--- src/rtl/tick_timer_pkg.sv ---
// Shared types and constants for the tick-driven countdown timer.
package tick_timer_pkg;

  typedef enum logic [1:0] {
    IDLE   = 2'd0,
    RUN    = 2'd1,
    HOLD   = 2'd2,
    EXPIRE = 2'd3
  } tick_timer_state_t;

  localparam int TICK_TIMER_W_DEF = 8;

endpackage

--- src/rtl/tick_timer_rise_detect.sv ---
// Rising-edge qualifier for a level input that is already synchronous to clk.
module rise_detect (
  input  logic clk,
  input  logic reset,
  input  logic d,
  output logic rise
);

  logic q;

  always_ff @(posedge clk or negedge reset) begin
    if (!reset) q <= 1'b0;
    else        q <= d;
  end

  assign rise = d & ~q;

endmodule

--- src/rtl/tick_timer.sv ---
// Countdown timer driven by rising edges of tick_in; pulses expired on reaching zero.
// Optional auto-reload mode is enabled by defining TICK_TIMER_PERIODIC_EN.
module tick_timer
  import tick_timer_pkg::*;
#(
  parameter int W = TICK_TIMER_W_DEF
) (
  input  logic         clk,
  input  logic         reset,
  input  logic         tick_in,
  input  logic [W-1:0] load_val,
  input  logic         start,
  input  logic         hold,
  input  logic         abort,
`ifdef TICK_TIMER_PERIODIC_EN
  input  logic         periodic,
`endif
  output logic [W-1:0] remaining,
  output logic         busy,
  output logic         expired
);

  tick_timer_state_t state, next_state;
  logic tick_rise;
  logic do_load, do_dec, do_clear, do_reload;

  rise_detect u_rise (
    .clk   (clk),
    .reset (reset),
    .d     (tick_in),
    .rise  (tick_rise)
  );

`ifdef TICK_TIMER_PERIODIC_EN
  logic [W-1:0] reload;
  logic         periodic_arm;
`endif

  always_ff @(posedge clk or negedge reset) begin
    if (!reset) state <= IDLE;
    else        state <= next_state;
  end

  // Priority is abort, then start, then hold, then the tick edge.
  always_comb begin
    next_state = state;
    do_load    = 1'b0;
    do_dec     = 1'b0;
    do_clear   = 1'b0;
    do_reload  = 1'b0;
    if (abort) begin
      next_state = IDLE;
      do_clear   = 1'b1;
    end else if (start) begin
      do_load    = 1'b1;
      next_state = (load_val != '0) ? RUN : EXPIRE;
    end else begin
      case (state)
        IDLE: next_state = IDLE;
        RUN: begin
          if (hold) begin
            next_state = HOLD;
          end else if (tick_rise) begin
            do_dec = 1'b1;
            if (remaining == W'(1)) next_state = EXPIRE;
          end
        end
        HOLD: begin
          if (!hold) next_state = RUN;
        end
        EXPIRE: begin
          next_state = IDLE;
`ifdef TICK_TIMER_PERIODIC_EN
          if (periodic && (reload != '0)) begin
            next_state = RUN;
            do_reload  = 1'b1;
          end
`endif
        end
        default: next_state = IDLE;
      endcase
    end
  end

  always_ff @(posedge clk or negedge reset) begin
    if (!reset)         remaining <= '0;
    else if (do_clear)  remaining <= '0;
    else if (do_load)   remaining <= load_val;
`ifdef TICK_TIMER_PERIODIC_EN
    else if (do_reload) remaining <= reload;
`endif
    else if (do_dec)    remaining <= remaining - W'(1);
  end

`ifdef TICK_TIMER_PERIODIC_EN
  // periodic_arm keeps busy high through an expiry that will reload.
  always_ff @(posedge clk or negedge reset) begin
    if (!reset) begin
      reload       <= '0;
      periodic_arm <= 1'b0;
    end else begin
      if (do_load) reload <= load_val;
      periodic_arm <= (next_state == EXPIRE) && !do_load && periodic && (reload != '0);
    end
  end
`endif

  always_comb begin
    busy    = (state == RUN) || (state == HOLD);
    expired = (state == EXPIRE);
`ifdef TICK_TIMER_PERIODIC_EN
    if (state == EXPIRE && periodic_arm) busy = 1'b1;
`endif
  end

endmodule
--- config.mk ---
export PLATFORM = sky130hd
export DESIGN_NAME = tick_timer
export DESIGN_NICKNAME = d
export VERILOG_FILES = /design/src/rtl/tick_timer_pkg.sv /design/src/rtl/tick_timer_rise_detect.sv /design/src/rtl/tick_timer.sv
export SDC_FILE = /design/constraint.sdc
export NUM_CORES = 1
export LEC_CHECK = 0
export CORE_MARGIN = 8
export CORE_UTILIZATION = 44
export DETAILED_ROUTE_END_ITERATION = 6
export HOLD_SLACK_MARGIN = 0.02
export PLACE_DENSITY = 0.86
export SLEW_MARGIN = 0
export SYNTH_ARGS = -nofsm -noshare
export SYNTH_HDL_FRONTEND = slang
export SYNTH_SLANG_ARGS = --single-unit
export TNS_END_PERCENT = 30
--- constraint.sdc ---
create_clock -name clk -period 2.4 [get_ports clk]
set_input_delay 0.36 -clock clk [delete_from_list [all_inputs] [get_ports clk]]
set_output_delay 0.36 -clock clk [all_outputs]
set_load 0.005 [all_outputs]
After elaboration in Yosys (flattened, before gate mapping)
Index checks and enable logic that the tools add are counted.
{"block": "totals", "register_bits": 11, "elab_cells": 38}
{"block": "op_classes", "addsub": 1, "n_eq_ne": 7, "n_mux": 19, "bitwise_logic": 2, "reduce_logical": 6}
{"op": "$mux W8", "count": 3}
{"op": "$mux W2", "count": 7}
{"op": "$ne A5 B5 Y1 const B", "count": 2}
{"op": "$eq A8 B1 Y1 const B", "count": 1}
{"op": "$mux W1", "count": 8}
{"op": "$reduce_bool A8 Y1", "count": 1}
{"op": "$sub A8 B1 Y8 const B", "count": 1}
{"op": "$pmux W2 S3", "count": 1}
{"op": "$eq A2 B2 Y1 const B", "count": 2}
{"op": "$ne A4 B4 Y1 const B", "count": 1}
{"op": "$reduce_and A3 Y1", "count": 1}
{"op": "$reduce_bool A3 Y1", "count": 1}
{"op": "$eq A2 B1 Y1 const B", "count": 1}
{"op": "$logic_not A2 Y1", "count": 1}
{"op": "$reduce_or A2 Y1", "count": 1}
{"op": "$and A1 B1 Y1", "count": 1}
{"op": "$logic_or A1 B1 Y1", "count": 1}
{"op": "$not A1 Y1", "count": 1}

Logic depth before layout (Yosys ltp)
Gate-level depths: netlist of run 1.
{"block": "logic_depth", "ltp_word": 10, "ltp_mapped": 7, "ltp_nobuf": 6}

Hierarchy
From an unflattened synthesis of run 1, not the netlist that was laid out.
{"block": "hier_totals", "cells_unflattened": 86, "hier_area_um2": 783.3}
{"module": "tick_timer", "instances": 1, "cells_per_inst": 84, "area_per_inst_um2": 744.5}
{"module": "rise_detect", "instances": 1, "cells_per_inst": 2, "area_per_inst_um2": 38.8}

Worst setup path after synthesis of run 1
Ideal clock, no wire load.
{"block": "synth_timing", "kind": "register to register", "startpoint": "register remaining[1]", "endpoint": "register state[0]", "arrival_ns": 1.745, "required_ns": 2.272, "setup_slack_ns": 0.527, "path_stages_with_launch": 7, "n_path_buf": 0, "cell_sequence": "dfrtp_1 -> inv_1 -> ha_1 -> or4bb_1 -> o311ai_4 -> a211oi_2 -> mux2_1"}
{"block": "synth_between", "elab_chain_cells": 3}
{"item": "from (decl)", "line_no": "tick_timer.sv:18", "text": "output logic [W-1:0] remaining,"}
{"item": "from (signal assigned)", "line_no": "tick_timer.sv:88", "text": "else if (do_load) remaining <= load_val;"}
{"item": "from (signal assigned)", "line_no": "tick_timer.sv:92", "text": "else if (do_dec) remaining <= remaining - W'(1);"}
{"item": "$eq A8 B1 Y1", "line_no": "tick_timer.sv:65", "text": "if (remaining == W'(1)) next_state = EXPIRE;"}
{"item": "$ne A5 B5 Y1 (no line)"}
{"item": "$reduce_and A3 Y1 (no line)"}
{"item": "to (signal assigned)", "line_no": "tick_timer.sv:41", "text": "else state <= next_state;"}
{"item": "to (decl)", "line_no": "tick_timer.sv:23", "text": "tick_timer_state_t state, next_state;"}
No other way between the ends.
A chain may end at the register's enable or synchronous reset.

Worst setup path after layout of run 1
{"block": "layout_timing", "startpoint": "register state[1]", "endpoint": "register remaining[6]"}
{"block": "layout_between", "elab_chain_cells": 5}
{"item": "$eq A2 B1 Y1", "line_no": "tick_timer.sv:58", "text": "case (state)"}
{"item": "$mux W1", "line_no": "tick_timer.sv:58"}
{"item": "$mux W1", "line_no": "tick_timer.sv:54", "text": "end else if (start) begin"}
{"item": "$mux W1", "line_no": "tick_timer.sv:51", "text": "if (abort) begin"}
{"item": "$reduce_bool A3 Y1 (no line)"}
No other way between the ends.

==> flow_metrics.tcl, run 1 <==
set metrics [dict create \
    antennaDiodeCount 0 \
    numClockSinks 11 \
    async_flop_share_pct 100 \
    vias_per_cell 5.33 \
    finalInstanceArea_um2 1000 \
    wl_per_cell_um 14.4 \
    yosys-top-cells-count "dfrtp_1, nor2_1, nand2_1" \
    hold_buffers 0 \
    num_vias 629 \
    cts_buffer_depth 2 \
    die_height_um 56.8 \
    antenna_found_initial 0 \
    place.port_buffers 23 \
    numCtsBuffers 3 \
    finalSetupViolCount 0 \
    worst-path-max-fanout 9 \
    p_leak_nw 0.408 \
    run_status "finished, final reports clean" \
    syn-instance-count 77 \
    ys_types 25 \
    fin_cells 118 \
    dpl_cell_area_um2 976 \
    final_max_slew_viol_count 0 \
    initial_core_util_pct 47.9 \
    relSlewSlack_pct 65.6 \
    finalNetCount 122 \
    worst_pin_slew_ns 0.514 \
    synth_edf_count 0 \
    hold_ws_ns 0.422 \
    grt_pass1_vias 637 \
    start_kind "register" \
    rows 14 \
    yosysMostFrequentCell "dfrtp_1" \
    yosys-top-cells-area "dfrtp_1, ha_1, a211oi_1" \
    grt_max_degree 17 \
    grt_overflow 0 \
    critPathArrivalTime_ns 2.15 \
    report.final.hold_viol_count 0 \
    period_share_pct 82.3 \
    layout-drive-gt1-share_pct 6.86 \
    max_freq_ghz 0.506 \
    clock_skew_ns 0.00670 \
    period_needed_ns 1.98 \
    insertion_delay_ns 0.27 \
    syn-num-nets 96 \
    rr_worst_depth 7 \
    dr.pass1.iters 4 \
    crit_path_end_kind "register" \
    timing.rr.end "remaining[6]$_DFFE_PN0P_" \
    worstReg2RegStart "state[1]$_DFFE_PN0P_" \
    crit_type "register to register" \
    worstPathRequired_ns 2.57 \
    post_cts_resized 0 \
    cts_root_buffer "clkbuf_4" \
    synth_area_um2 731 \
    syn_to_final_growth_pct 37.2 \
    clkTransAtPathRegs_ns 0.07 \
    cts_tree "done" \
    wirelength_um 1700 \
    grt_pass1_wl_um 3020 \
    rsz0062_at_grt "false" \
    p_per_area_nw_per_um2 455 \
    drv_cap 0 \
    die_x_um 56.8 \
    drc 0 \
    dp_hpwl_um 1340 \
    synth_seq_cells 11 \
    synth.avg_cell_area_um2 9.49 \
    endpoint "remaining[6]$_DFFE_PN0P_" \
    synth_top_cell_by_area "dfrtp_1" \
    synth_seq_area_share_pct 37.7 \
    regToRegSetupSlack_ns 0.42 \
    post_cts_buffers 0 \
    core-area_um2 1520 \
    cp-startpoint "state[1]$_DFFE_PN0P_" \
    hold_path_class "input pin to async pin" \
    grt.total_usage_pct 11.4 \
    io_pins 24 \
    drt_iter0_drc 9 \
    dieArea_um2 3220 \
    ir_drop_mv 0.325 \
    yosys_warnings 0 \
    synth.top_cell.area_share_pct 37.7 \
    htreeDepth 1 \
    p_total_w 0.000456 \
    place_congestion 0.782 \
    antenna_left 0 \
    finalSetupTns_ns 0 \
    synth_flop_cell "dfrtp_1" \
    place_inst 114 \
]
[worst max-delay path, stage by stage (launching register included)]
cell      delay (ns)
dfrtp_1         0.41
inv_1           0.07
ha_1            0.26
nor4bb_1        0.41
buf_4           0.23
nand4_1         0.11
xor2_1          0.16
a211oi_1        0.24
[routing by layer]
metal  vias to the layer above  GRT usage, %  routed length, um
li1                        320             -                  -
met5                         -             0                  0
met4                         0          7.05                 45
met3                         4          3.82                101
met1                       288          14.3                834
met2                        17          16.3                718
[state kept, by name, indices dropped and copies added, names as in the netlist]
| signal | count |
|---|---|
| state | 2 |
| remaining | 8 |
| u_rise.q | 1 |
[report_power, final]
part	switching [W]	total [W]	leakage, nW	internal (W)
Sequential	0.0000147	0.000212	0.142	0.000197
Combinational	0.0000496	0.000116	0.250	0.0000662
Clock	0.0000640	0.000128	0.0150	0.0000645
[metrics by stage]
step,setup slack [ns],util [%]
2_1_floorplan,0.527,-
3_3_place_gp,0.314,64.0
3_5_place_dp,0.285,64.0
4_1_cts,0.375,65.8
5_1_grt,0.213,65.8
6_report,0.424,65.8
[logic make-up after synthesis]
| kind of cell | share of synthesized area, % |
|---|---|
| AO/OA/AOI/OAI | 15.9 |
| multiplexers | 3.08 |
| buffers and inverters | 5.31 |
| adder cells (fa/ha/maj) | 8.56 |
| XOR/XNOR | 8.39 |
| AND/OR/NAND/NOR | 21.1 |
| flip-flops | 37.7 |
[area by class of cell]
cell class / count / area [um^2]
clock buffer: 4 / 26.3
fill: 126 / 522
inverter: 7 / 26.3
multi-input combinational: 56 / 417
sequential: 11 / 275
tap: 16 / 20.0
timing repair buffer: 24 / 238
[worst min-delay path by stage]
| stage | cells past startpoint | endpoint |
|---|---|---|
| after floorplan | 0 | remaining[0]$_DFFE_PN0P_ |
| after global placement | 1 | state[1]$_DFFE_PN0P_ |
| after detailed placement | 1 | state[0]$_DFFE_PN0P_ |
| after CTS | 1 | remaining[1]$_DFFE_PN0P_ |
| after global routing | 1 | remaining[1]$_DFFE_PN0P_ |
| final | 1 | remaining[1]$_DFFE_PN0P_ |
[placed cells by master (no fill, tap or decap), drive strengths merged, types with 2 or more instances in the layout]
cell           synthesis  final
inv                    7      7
a211oi                 7      7
xor2                   5      5
nand2                  8      8
clkbuf                 2      4
a21oi                  4      4
ha                     5      5
dfrtp                 11     11
nor4                   2      2
clkdlybuf4s50          0     23
nand3                  2      2
xnor2                  2      2
mux2                   2      2
nor2                   9      9
No activity file was read; power rests on OpenSTA's default activity.
==> run 2: changes to the inputs <==
- clock period: 2.4 -> 2.01 ns (I/O delays scaled with it)
==> run 2 against run 1 <==
  * Sequential power rose by 20%
  * Cell count increased by 2.5%
  * Combinational power up 28%
  * Global-route usage increased by 1.6 points
  * Sequential cell count unchanged
  * Register-to-register slack lost 0.36 ns
  * Critical path type unchanged
  * Largest power group unchanged
  * Highest routed layer unchanged
==> flow_metrics.tcl, run 2 (same netlist as run 1, synthesis figures left out) <==
set metrics [dict create \
    worst-path-max-fanout 4 \
    layout-drive-gt1-share_pct 11.4 \
    grt_pass1_vias 748 \
    syn_to_final_growth_pct 40.8 \
    clock_skew_ns 0.00898 \
    report.final.hold_viol_count 0 \
    p_sw_w 0.000169 \
    hold_path_class "input pin to async pin" \
    insertion_delay_ns 0.28 \
    finalSetupTns_ns 0 \
    cts_tree "done" \
    grt_overflow 0 \
    max_freq_ghz 0.514 \
    ff_latch_area_um2 275 \
    wl_per_cell_um 16.4 \
    largest_reg_flops 8 \
    switching_share_pct 29.8 \
    vias_per_cell 5.72 \
    crit_path_cell_trace "inv_2 -> ha_1 -> or4bb_4 -> o311ai_4 -> a211oi_2 -> mux2_1" \
    wirelength_um 1990 \
    ir_drop_mv 0.400 \
    fin_cells 121 \
    reg_top3 "remaining (8), state (2), u_rise.q (1)" \
    grt_pass1_wl_um 3420 \
    relSlewSlack_pct 64.2 \
    p_int_w 0.000398 \
    drt_iter0_drc 8 \
    rr_worst_depth 6 \
    crit_type "register to register" \
    finalNetCount 125 \
    clkTransAtPathRegs_ns 0.08 \
    timing.rr.end "state[0]$_DFFE_PN0P_" \
    crit_path_end_kind "register" \
    start_kind "register" \
    p_leak_nw 0.424 \
    worst_pin_slew_ns 0.536 \
    initial_core_util_pct 47.9 \
    multi_input_area_um2 420 \
    place.port_buffers 23 \
    layout_common_cells "clkdlybuf4s50_1, dfrtp_1, nor2_1" \
    layout_commonest_cell "clkdlybuf4s50_1" \
    critPathArrivalTime_ns 2.11 \
    die_x_um 56.8 \
    dr.pass1.iters 4 \
    drc 0 \
    cts_buffer_depth 2 \
    finalSetupViolCount 0 \
    place_congestion 0.815 \
    p_per_area_nw_per_um2 550 \
    p_total_w 0.000566 \
    rows 14 \
    slowest_delay_ns 0.47 \
    numClockSinks 11 \
    dieArea_um2 3220 \
    worstPathRequired_ns 2.17 \
    antenna_found_initial 0 \
    cpMaxStageDelayCell "or4bb_4" \
    num_vias 692 \
    die_height_um 56.8 \
    antennaDiodeCount 0 \
    htreeDepth 1 \
    p_seq_share_pct 44.9 \
    period_share_pct 96.8 \
    numCtsBuffers 3 \
    final_max_slew_viol_count 0 \
    dp_hpwl_um 1530 \
    hold_buffers 0 \
    core-area_um2 1520 \
    grt_max_degree 17 \
    grt.total_usage_pct 13.0 \
    io_pins 24 \
    finish.utilization_pct 67.5 \
    top_register "remaining" \
    antenna_left 0 \
    period_needed_ns 1.95 \
    p_clk_share_pct 28.8 \
    cts_root_buffer "clkbuf_4" \
    worstReg2RegStart "remaining[1]$_DFFE_PN0P_" \
    run_status "finished, final reports clean" \
    fillerInstances 143 \
    place_inst 116 \
    regToRegSetupSlack_ns 0.06 \
    comb_power_share_pct 26.3 \
    drv_cap 0 \
]
==> run 2: cell types whose count changed in the layout (fill, tap and decap cells not counted), sizes merged <==
cell,change
buf,+3
==> run 2: cell type report <==
| type | instances | share of cell area [%] |
|---|---|---|
| multi-input combinational | 56 | 40.9 |
| timing repair buffer | 27 | 25.3 |
| clock buffer | 4 | 2.55 |
| sequential | 11 | 26.8 |
| inverter | 7 | 2.55 |
| tap | 16 | 1.95 |
==> run 2: routing by layer <==
layer,up-vias,routed length [um],track usage [%]
li1,327,-,-
met5,-,0,0
met4,0,20,5.03
met3,4,116,4.72
met2,25,998,21.9
met1,336,853,14.4
==> run 2: power groups by stage <==
stage	clock (W)	combinational [W]	sequential, W
2_1_floorplan	0	0.0000643	0.000255
6_report	0.000163	0.000149	0.000254
3_3_place_gp	0	0.000141	0.000257
4_1_cts	0.000166	0.000147	0.000254
5_1_grt	0.000173	0.000165	0.000257
3_5_place_dp	0	0.000147	0.000258
==> run 2: what timing repair did <==
action | 4_1_cts | 5_1_grt
setup endpoints to repair | 0 | 2
buffers inserted | 0 | 1
resized for setup | 0 | 2
==> run 2: worst max path at each step <==
stage | from | endpoint | slack (ns)
finish | remaining[1]$_DFFE_PN0P_ | state[0]$_DFFE_PN0P_ | 0.06
global route | remaining[1]$_DFFE_PN0P_ | state[1]$_DFFE_PN0P_ | -0.006
CTS | remaining[1]$_DFFE_PN0P_ | state[1]$_DFFE_PN0P_ | 0.06
detailed placement | tick_in | state[1]$_DFFE_PN0P_ | -0.03
global placement | tick_in | state[0]$_DFFE_PN0P_ | -0.01
floorplan | remaining[1]$_DFFE_PN0P_ | state[0]$_DFFE_PN0P_ | 0.14
==> run 2: through the flow <==
step | worst slack, ns | area [um^2] | hold WS (ns)
final | 0.0647 | 1030 | 0.363
after CTS | 0.0609 | 1020 | 0.363
after global placement | -0.0122 | 991 | 0.542
after detailed placement | -0.0299 | 991 | 0.550
after floorplan | 0.137 | 731 | 0.00591
after global routing | -0.00558 | 1030 | 0.402
==> run 2: critical path: cells and delay by family (launching register included) <==
kind	cells	cell delay [ns]
AND/OR/NAND/NOR	1	0.47
flip-flops	1	0.42
AO/OA/AOI/OAI	2	0.39
multiplexers	1	0.32
adder cells (fa/ha/maj)	1	0.14
buffers and inverters	1	0.07
